**config.mk**
```make
export PLATFORM = sky130hd
export DESIGN_NAME = key_spi_loader
export DESIGN_NICKNAME = d
export VERILOG_FILES = /design/src/rtl/key_spi_pkg.sv /design/src/rtl/key_word_asm.sv /design/src/rtl/key_spi_loader.sv
export SDC_FILE = /design/constraint.sdc
export NUM_CORES = 1
export LEC_CHECK = 0
export ABC_AREA = 0
export BUFFER_PORTS_ARGS = -buffer_cell sky130_fd_sc_hd__buf_2
export CAP_MARGIN = 20
export CELL_PAD_IN_SITES_DETAIL_PLACEMENT = 0
export CELL_PAD_IN_SITES_GLOBAL_PLACEMENT = 2
export CORE_MARGIN = 5
export CORE_UTILIZATION = 31
export DETAILED_ROUTE_END_ITERATION = 7
export HOLD_SLACK_MARGIN = 0.05
export PLACE_DENSITY_LB_ADDON = 0.1
export SLEW_MARGIN = 20
export SYNTH_ARGS = -nofsm -noshare
export SYNTH_HDL_FRONTEND = slang
export SYNTH_SLANG_ARGS = --single-unit
```
**constraint.sdc**
```tcl
create_clock -name clk -period 3.5 [get_ports clk]
set_input_delay 0.175 -clock clk [delete_from_list [all_inputs] [get_ports clk]]
set_output_delay 0.175 -clock clk [all_outputs]
set_load 0.005 [all_outputs]
```
**src/rtl/key_spi_pkg.sv**
```systemverilog
// Shared definitions for the SPI key loader: FSM encoding, command byte layout, tx idle value.
// Used by key_spi_loader (readback gated by KEY_READBACK_EN) and key_word_asm.
package key_spi_pkg;

  localparam logic [1:0] ST_IDLE  = 2'd0;
  localparam logic [1:0] ST_CMD   = 2'd1;
  localparam logic [1:0] ST_WDATA = 2'd2;
  localparam logic [1:0] ST_RDATA = 2'd3;

  localparam int CMD_RW_BIT   = 7;
  localparam int CMD_ID_MSB   = 6;
  localparam int CMD_ID_LSB   = 4;
  localparam int CMD_SK_BIT   = 3;
  localparam int CMD_ADDR_MSB = 2;
  localparam int CMD_ADDR_LSB = 0;

  localparam logic [7:0] TX_IDLE = 8'h00;

  typedef struct packed {
    logic       rw;
    logic [2:0] id;
    logic       sk;
    logic [2:0] addr;
  } cmd_t;

  function automatic cmd_t decode_cmd(input logic [7:0] b);
    cmd_t c;
    c.rw   = b[CMD_RW_BIT];
    c.id   = b[CMD_ID_MSB:CMD_ID_LSB];
    c.sk   = b[CMD_SK_BIT];
    c.addr = b[CMD_ADDR_MSB:CMD_ADDR_LSB];
    return c;
  endfunction

  // Byte index 0 is the most significant byte, matching MSB-first transfer.
  function automatic logic [7:0] word_byte(input logic [31:0] w, input logic [1:0] idx);
    logic [7:0] r;
    case (idx)
      2'd0:    r = w[31:24];
      2'd1:    r = w[23:16];
      2'd2:    r = w[15:8];
      2'd3:    r = w[7:0];
      default: r = 8'h00;
    endcase
    return r;
  endfunction

endpackage

```
**src/rtl/key_word_asm.sv**
```systemverilog
// 32-bit MSB-first byte assembler with a 2-bit byte counter.
// The counter also paces read frames, so shifting and counting are enabled separately.
module key_word_asm
  import key_spi_pkg::*;
(
  input  logic        clk,
  input  logic        rst_n,
  input  logic        clr_i,
  input  logic        shift_i,
  input  logic        count_i,
  input  logic [7:0]  byte_i,
  output logic [31:0] word_o,
  output logic [1:0]  cnt_o
);

  logic [31:0] word_q, word_d;
  logic [1:0]  cnt_q, cnt_d;

  // Next-state for the assembler and byte counter; clear wins over shift/count.
  always_comb begin
    word_d = word_q;
    cnt_d  = cnt_q;
    if (clr_i) begin
      word_d = 32'h0000_0000;
      cnt_d  = 2'd0;
    end else begin
      if (shift_i) begin
        word_d = {word_q[23:0], byte_i};
      end else begin
        word_d = word_q;
      end
      if (count_i) begin
        cnt_d = cnt_q + 2'd1;
      end else begin
        cnt_d = cnt_q;
      end
    end
  end

  // Assembler and counter registers.
  always_ff @(posedge clk or negedge rst_n) begin
    if (!rst_n) begin
      word_q <= 32'h0000_0000;
      cnt_q  <= 2'd0;
    end else begin
      word_q <= word_d;
      cnt_q  <= cnt_d;
    end
  end

  assign word_o = word_q;
  assign cnt_o  = cnt_q;

endmodule

```
**src/rtl/key_spi_loader.sv**
```systemverilog
// SPI command decoder that bursts key words into the key register file and optionally reads them back.
// Readback of key material is enabled only when KEY_READBACK_EN is defined.
module key_spi_loader
  import key_spi_pkg::*;
(
  input  logic        clk,
  input  logic        rst_n,
  input  logic        cs_n,
  input  logic        rx_vld,
  input  logic [7:0]  rx_byte,
  output logic [7:0]  tx_byte,
  output logic        wr_en,
  output logic [31:0] wr_d,
  output logic [2:0]  wrd_id,
  output logic        wrd_sk,
  output logic [2:0]  wr_addr,
  output logic [2:0]  rd_addr,
  input  logic [31:0] rd_d,
  output logic        busy,
  output logic        frame_err
);

  logic [1:0] state_q, state_d;
  logic       armed_q, armed_d;
  logic [2:0] id_q, id_d;
  logic       sk_q, sk_d;
  logic [2:0] addr_q, addr_d;
  logic       wr_en_q, wr_en_d;
  logic [2:0] wr_addr_q, wr_addr_d;
  logic       frame_err_q, frame_err_d;
  logic       busy_q, busy_d;
  logic [7:0] tx_q, tx_d, tx_src_s;
  logic       clr_s, shift_s, count_s;
  logic [1:0] cnt_s;
  logic [31:0] word_s;
  cmd_t       cmd_s;

  assign cmd_s = decode_cmd(rx_byte);

  key_word_asm u_asm (
    .clk     (clk),
    .rst_n   (rst_n),
    .clr_i   (clr_s),
    .shift_i (shift_s),
    .count_i (count_s),
    .byte_i  (rx_byte),
    .word_o  (word_s),
    .cnt_o   (cnt_s)
  );

  // Frame sequencing, address tracking and write strobe; cs_n high overrides everything.
  always_comb begin
    state_d     = state_q;
    id_d        = id_q;
    sk_d        = sk_q;
    addr_d      = addr_q;
    wr_en_d     = 1'b0;
    wr_addr_d   = wr_addr_q;
    frame_err_d = 1'b0;
    clr_s       = 1'b0;
    shift_s     = 1'b0;
    count_s     = 1'b0;
    // A new frame needs cs_n seen high since reset, so a reset mid-frame cannot resume it.
    armed_d     = cs_n ? 1'b1 : armed_q;
    if (cs_n) begin
      state_d     = ST_IDLE;
      clr_s       = 1'b1;
      frame_err_d = (state_q == ST_WDATA) && (cnt_s != 2'd0);
    end else begin
      case (state_q)
        ST_IDLE: begin
          clr_s = 1'b1;
          if (armed_q) begin
            state_d = ST_CMD;
          end else begin
            state_d = ST_IDLE;
          end
        end
        ST_CMD: begin
          clr_s = 1'b1;
          if (rx_vld) begin
            id_d    = cmd_s.id;
            sk_d    = cmd_s.sk;
            addr_d  = cmd_s.addr;
            state_d = cmd_s.rw ? ST_WDATA : ST_RDATA;
          end else begin
            state_d = ST_CMD;
          end
        end
        ST_WDATA: begin
          if (rx_vld) begin
            shift_s = 1'b1;
            count_s = 1'b1;
            if (cnt_s == 2'd3) begin
              wr_en_d   = 1'b1;
              wr_addr_d = addr_q;
              addr_d    = addr_q + 3'd1;
            end else begin
              wr_en_d = 1'b0;
            end
          end else begin
            shift_s = 1'b0;
          end
        end
        ST_RDATA: begin
          if (rx_vld) begin
            count_s = 1'b1;
            if (cnt_s == 2'd3) begin
              addr_d = addr_q + 3'd1;
            end else begin
              addr_d = addr_q;
            end
          end else begin
            count_s = 1'b0;
          end
        end
        default: begin
          state_d = ST_IDLE;
          clr_s   = 1'b1;
        end
      endcase
    end
    busy_d = (state_d != ST_IDLE);
  end

  // Next transmit byte; rd_d is already addressed by the look-ahead word address.
  always_comb begin
    tx_d = TX_IDLE;
    if (cs_n) begin
      tx_d = TX_IDLE;
    end else begin
      case (state_q)
        ST_CMD: begin
          if (rx_vld && !cmd_s.rw) begin
            tx_d = word_byte(rd_d, 2'd0);
          end else begin
            tx_d = TX_IDLE;
          end
        end
        ST_RDATA: begin
          if (rx_vld) begin
            tx_d = word_byte(rd_d, cnt_s + 2'd1);
          end else begin
            tx_d = tx_q;
          end
        end
        default: tx_d = TX_IDLE;
      endcase
    end
  end

`ifdef KEY_READBACK_EN
  assign tx_src_s = tx_d;
  assign rd_addr  = addr_d;
`else
  logic unused_rb_s;
  assign tx_src_s    = TX_IDLE;
  assign rd_addr     = 3'd0;
  assign unused_rb_s = ^tx_d;
`endif

  // Control and output registers.
  always_ff @(posedge clk or negedge rst_n) begin
    if (!rst_n) begin
      state_q     <= ST_IDLE;
      armed_q     <= 1'b0;
      id_q        <= 3'd0;
      sk_q        <= 1'b0;
      addr_q      <= 3'd0;
      wr_en_q     <= 1'b0;
      wr_addr_q   <= 3'd0;
      frame_err_q <= 1'b0;
      busy_q      <= 1'b0;
      tx_q        <= TX_IDLE;
    end else begin
      state_q     <= state_d;
      armed_q     <= armed_d;
      id_q        <= id_d;
      sk_q        <= sk_d;
      addr_q      <= addr_d;
      wr_en_q     <= wr_en_d;
      wr_addr_q   <= wr_addr_d;
      frame_err_q <= frame_err_d;
      busy_q      <= busy_d;
      tx_q        <= tx_src_s;
    end
  end

  assign tx_byte   = tx_q;
  assign wr_en     = wr_en_q;
  assign wr_d      = word_s;
  assign wrd_id    = id_q;
  assign wrd_sk    = sk_q;
  assign wr_addr   = wr_addr_q;
  assign busy      = busy_q;
  assign frame_err = frame_err_q;

endmodule
```
==> results.txt <==
----------------------------------------------------
[Power]
  Comb power frac ... 0.117
  Max VDD drop ... 0.1343 mV
  Switching part of the total power ... 0.2551
  Power dissipated by switching net loads ... 0.2780 mW
  Leakage power summed over all cells ... 1.294 nW
  Power share of the clock group ... 0.296
  Internal Power ... 0.8119 mW
  Sequential fraction of design power ... 0.587
  Pwr/cell area ... 450.4 nW/um2

[Floorplanning]
  Die Area ... 8442 um2
  Die X-Extent ... 91.88 um
  Number of placed I/O pins ... 97
  Number of rows in the core area ... 29
  Area inside the core boundary ... 6422 um2
  Initial cell density of the core ... 0.3236
  Height of the chip ... 91.88 um

[Logic synthesis]
  Fraction of post-synthesis cell area in the top cell type by area ... 0.6020
  Mapped Area ... 2078 um2
  Share of flip-flops with an asynchronous set or reset after synthesis ... 1.000
  Yosys warning total ... 0
  Most used DFF post-synth ... sky130_fd_sc_hd__dfrtp_1
  Mean post-synth cell area ... 13.58 um2
  Number of library cell types mapped by synthesis ... 32
  Share of the yosys chip area belonging to registers ... 0.6020
  Number of enable-type register cells in the synthesized netlist ... 0
  Number of synthesized register bits ... 50
  Top post-synthesis cells by area ... sky130_fd_sc_hd__dfrtp_1 (60%), sky130_fd_sc_hd__a22o_1 (13%), sky130_fd_sc_hd__buf_4 (5.8%)
  Cells after synthesis ... 153
  Most area-hungry cell type in the Yosys netlist ... sky130_fd_sc_hd__dfrtp_1

[Worst hold path]
  Path type of the worst min-delay path ... in -> reg
  End point of the most critical hold path ... u_asm.word_o[5]
  Hold path start ... rx_byte[5]
  Cell depth of the worst hold path ... 2

[Critical path]
  Reg2Reg Launch Point ... state_q[1]
  Required @ worst endpoint ... 3.69 ns
  Series of cell instances along the critical path ... and4bb_1 > nand2_2 > mux2_2
  Slowest stage cell, crit path ... sky130_fd_sc_hd__and4bb_1
  Critical path class ... reg -> reg
  R2R Path End ... wr_addr[1]
  Cells on worst reg2reg path ... 3
  Crit path buffers/inverters ... 0
  Largest fanout on the critical path ... 18
  Crit-path max cell delay ... 0.72 ns
  Endpoint type of the worst setup path ... flip-flop
  Kind of cell adding the most delay to the critical path ... simple AND/OR/NAND/NOR gates
  Worst Path Arrival ... 2.11 ns
  Reg2reg setup slack ... 1.58 ns
  Nature of the critical path startpoint ... flip-flop

[Layout]
  Share of cells above drive strength 1 ... 0.3641
  Post-route insts no fill ... 283
  Number of inserted diodes ... 0
  Leading cell type in the layout, fill and taps excluded ... sky130_fd_sc_hd__buf_2
  Signed area change from the synthesized netlist to the final layout ... 16.44%
  Final instance area ... 2420 um2
  Final Util ... 0.3768
  Net count of the finished layout ... 253
  Commonest cells after routing, fill and taps aside ... sky130_fd_sc_hd__buf_2 (52), sky130_fd_sc_hd__dfrtp_1 (50), sky130_fd_sc_hd__a22o_1 (32), sky130_fd_sc_hd__conb_1 (11), sky130_fd_sc_hd__mux2_2 (7)

[Placed design]
  Post-placement cell area ... 2327 um2
  Number of buffer cells added on primary ports ... 53
  Count of placed standard cells including taps ... 275
  HPWL after detailed placement ... 3.143 mm
  Routability cong. ... 0.7751

[Global route]
  Initial antenna violation count ... 0
  GRT Residual Overflow ... 0
  Gr usage total ... 0.1098
  Pin count of the biggest net entering global routing ... 51
  Number of global-route vias before repair ... 1,375
  Global-route wire length before repair ... 7.396 mm

[Timing]
  Worst slack on hold paths ... 0.1068 ns
  Normalized max-slew margin ... 0.5270
  Final period utilization ... 0.5495
  Crit path time final ... 1.923 ns
  Top achievable clock speed ... 520.0 MHz
  Layout Skew ... 0.006323 ns
  Total of endpoints with negative setup slack in the final report ... 0
  Unrepaired setup endpoints after global routing ... false
  Final Slew Violations ... 0
  Final total negative setup slack ... 0 ns
  Final Hold Fails ... 0
  Pin slew with the least headroom to its limit ... 0.7096 ns

[Routing]
  Final ANT Viol Nets ... 0
  Number of DRC violations after detailed routing ... 0
  Vias per cell ... 4.837
  Wire per inst ... 15.79 um
  First-pass DRT Iterations ... 4
  Via count ... 1,369
  Wirelength, routed ... 4.469 mm
  DRC marker count from the first detailed-route iteration ... 55

[CTS]
  Clock tree from TritonCTS ... yes
  Clock buffer count from CTS ... 5
  Sinks on the clock net ... 50
  Library cell used as clock root buffer ... sky130_fd_sc_hd__clkbuf_8
  CTS max path bufs ... 2
  Latest clock arrival within the worst-skew pair ... 0.30 ns
  Clock transition at the register clock pins on the worst setup and hold paths after CTS ... 0.09 ns
  CTS H-tree lvls ... 2
  Number of instances resized during post-cts repair ... 0

[Outcome]
  Status ... finished, final reports clean

[Flow run]
  Max-capacitance violation count ... 0

----------------------------------------------------
[cells in the mapped netlist, types with 2 or more instances]
| library cell | number |
|---|---|
| sky130_fd_sc_hd__o21ai_0 | 2 |
| sky130_fd_sc_hd__nand2b_1 | 2 |
| sky130_fd_sc_hd__dfrtp_1 | 50 |
| sky130_fd_sc_hd__ha_1 | 3 |
| sky130_fd_sc_hd__mux2i_1 | 2 |
| sky130_fd_sc_hd__a22o_1 | 32 |
| sky130_fd_sc_hd__mux2_2 | 7 |
| sky130_fd_sc_hd__mux2_4 | 2 |
| sky130_fd_sc_hd__nor2_1 | 4 |
| sky130_fd_sc_hd__inv_1 | 6 |
| sky130_fd_sc_hd__buf_6 | 4 |
| sky130_fd_sc_hd__a21oi_1 | 4 |
| sky130_fd_sc_hd__buf_4 | 16 |
[metal layers]
layer	wire, um	global-route usage
met5	0	0
met4	61	0.03713
met3	275	0.04010
met2	2043	0.1673
met1	2089	0.1449
[worst max path at each step]
stage                     slack, ns  cells after the start      startpoint         end
after floorplan                2.06                      4  u_asm.cnt_o[0]   addr_q[0]
after global placement         1.62                      3      state_q[1]  wr_addr[2]
after detailed placement       1.58                      3      state_q[1]  wr_addr[1]
after CTS                      1.58                      3      state_q[1]  wr_addr[2]
after global routing           1.44                      3      state_q[1]  wr_addr[2]
final                          1.58                      3      state_q[1]  wr_addr[1]
[cells by family after synthesis]
family / Yosys count / synth area share
flip-flops: 50 / 0.6020
other: 1 / 0.001804
multiplexers: 11 / 0.06201
buffers and inverters: 26 / 0.09031
AO/OA/AOI/OAI: 41 / 0.1614
XOR/XNOR: 1 / 0.004215
adder cells (fa/ha/maj): 3 / 0.01806
AND/OR/NAND/NOR: 20 / 0.06021
[layout make-up]
type	count	area, um2
Clock buffer	6	72.57
Clock inverter	1	7.507
Fill cell	658	4003
Inverter	6	22.52
Multi-Input combinational cell	87	676.9
Sequential cell	50	1251
Tap cell	77	96.34
Timing Repair Buffer	56	292.8
[sequential cells by signal, indices dropped and copies added (netlist names)]
register / flops
frame_err: 1
wrd_sk: 1
busy: 1
wr_en: 1
state_q: 2
u_asm.cnt_o: 2
wr_addr: 3
u_asm.word_o: 32
addr_q: 3
armed_q: 1
wrd_id: 3
[power groups by stage]
| stage | combinational [mW] | clock, mW | sequential [mW] |
|---|---|---|---|
| 2_1_floorplan | 0.0901 | 0 | 0.646 |
| 3_3_place_gp | 0.126 | 0 | 0.650 |
| 3_5_place_dp | 0.127 | 0 | 0.652 |
| 4_1_cts | 0.128 | 0.335 | 0.641 |
| 5_1_grt | 0.145 | 0.363 | 0.646 |
| 6_report | 0.127 | 0.323 | 0.640 |
[through the flow]
step / power (mW) / worst slack [ns]
CTS: 1.104 / 1.579
global placement: 0.7758 / 1.618
detailed placement: 0.7795 / 1.583
finish: 1.090 / 1.577
global route: 1.154 / 1.436
floorplan: 0.7359 / 2.064
[repair_timing]
| item | in CTS | in global routing |
|---|---|---|
| setup buffers | 0 | 0 |
| hold buffers | 0 | 1 |
| endpoints found under the hold margin | 0 | 50 |
Power figures use the tool's default switching activity.
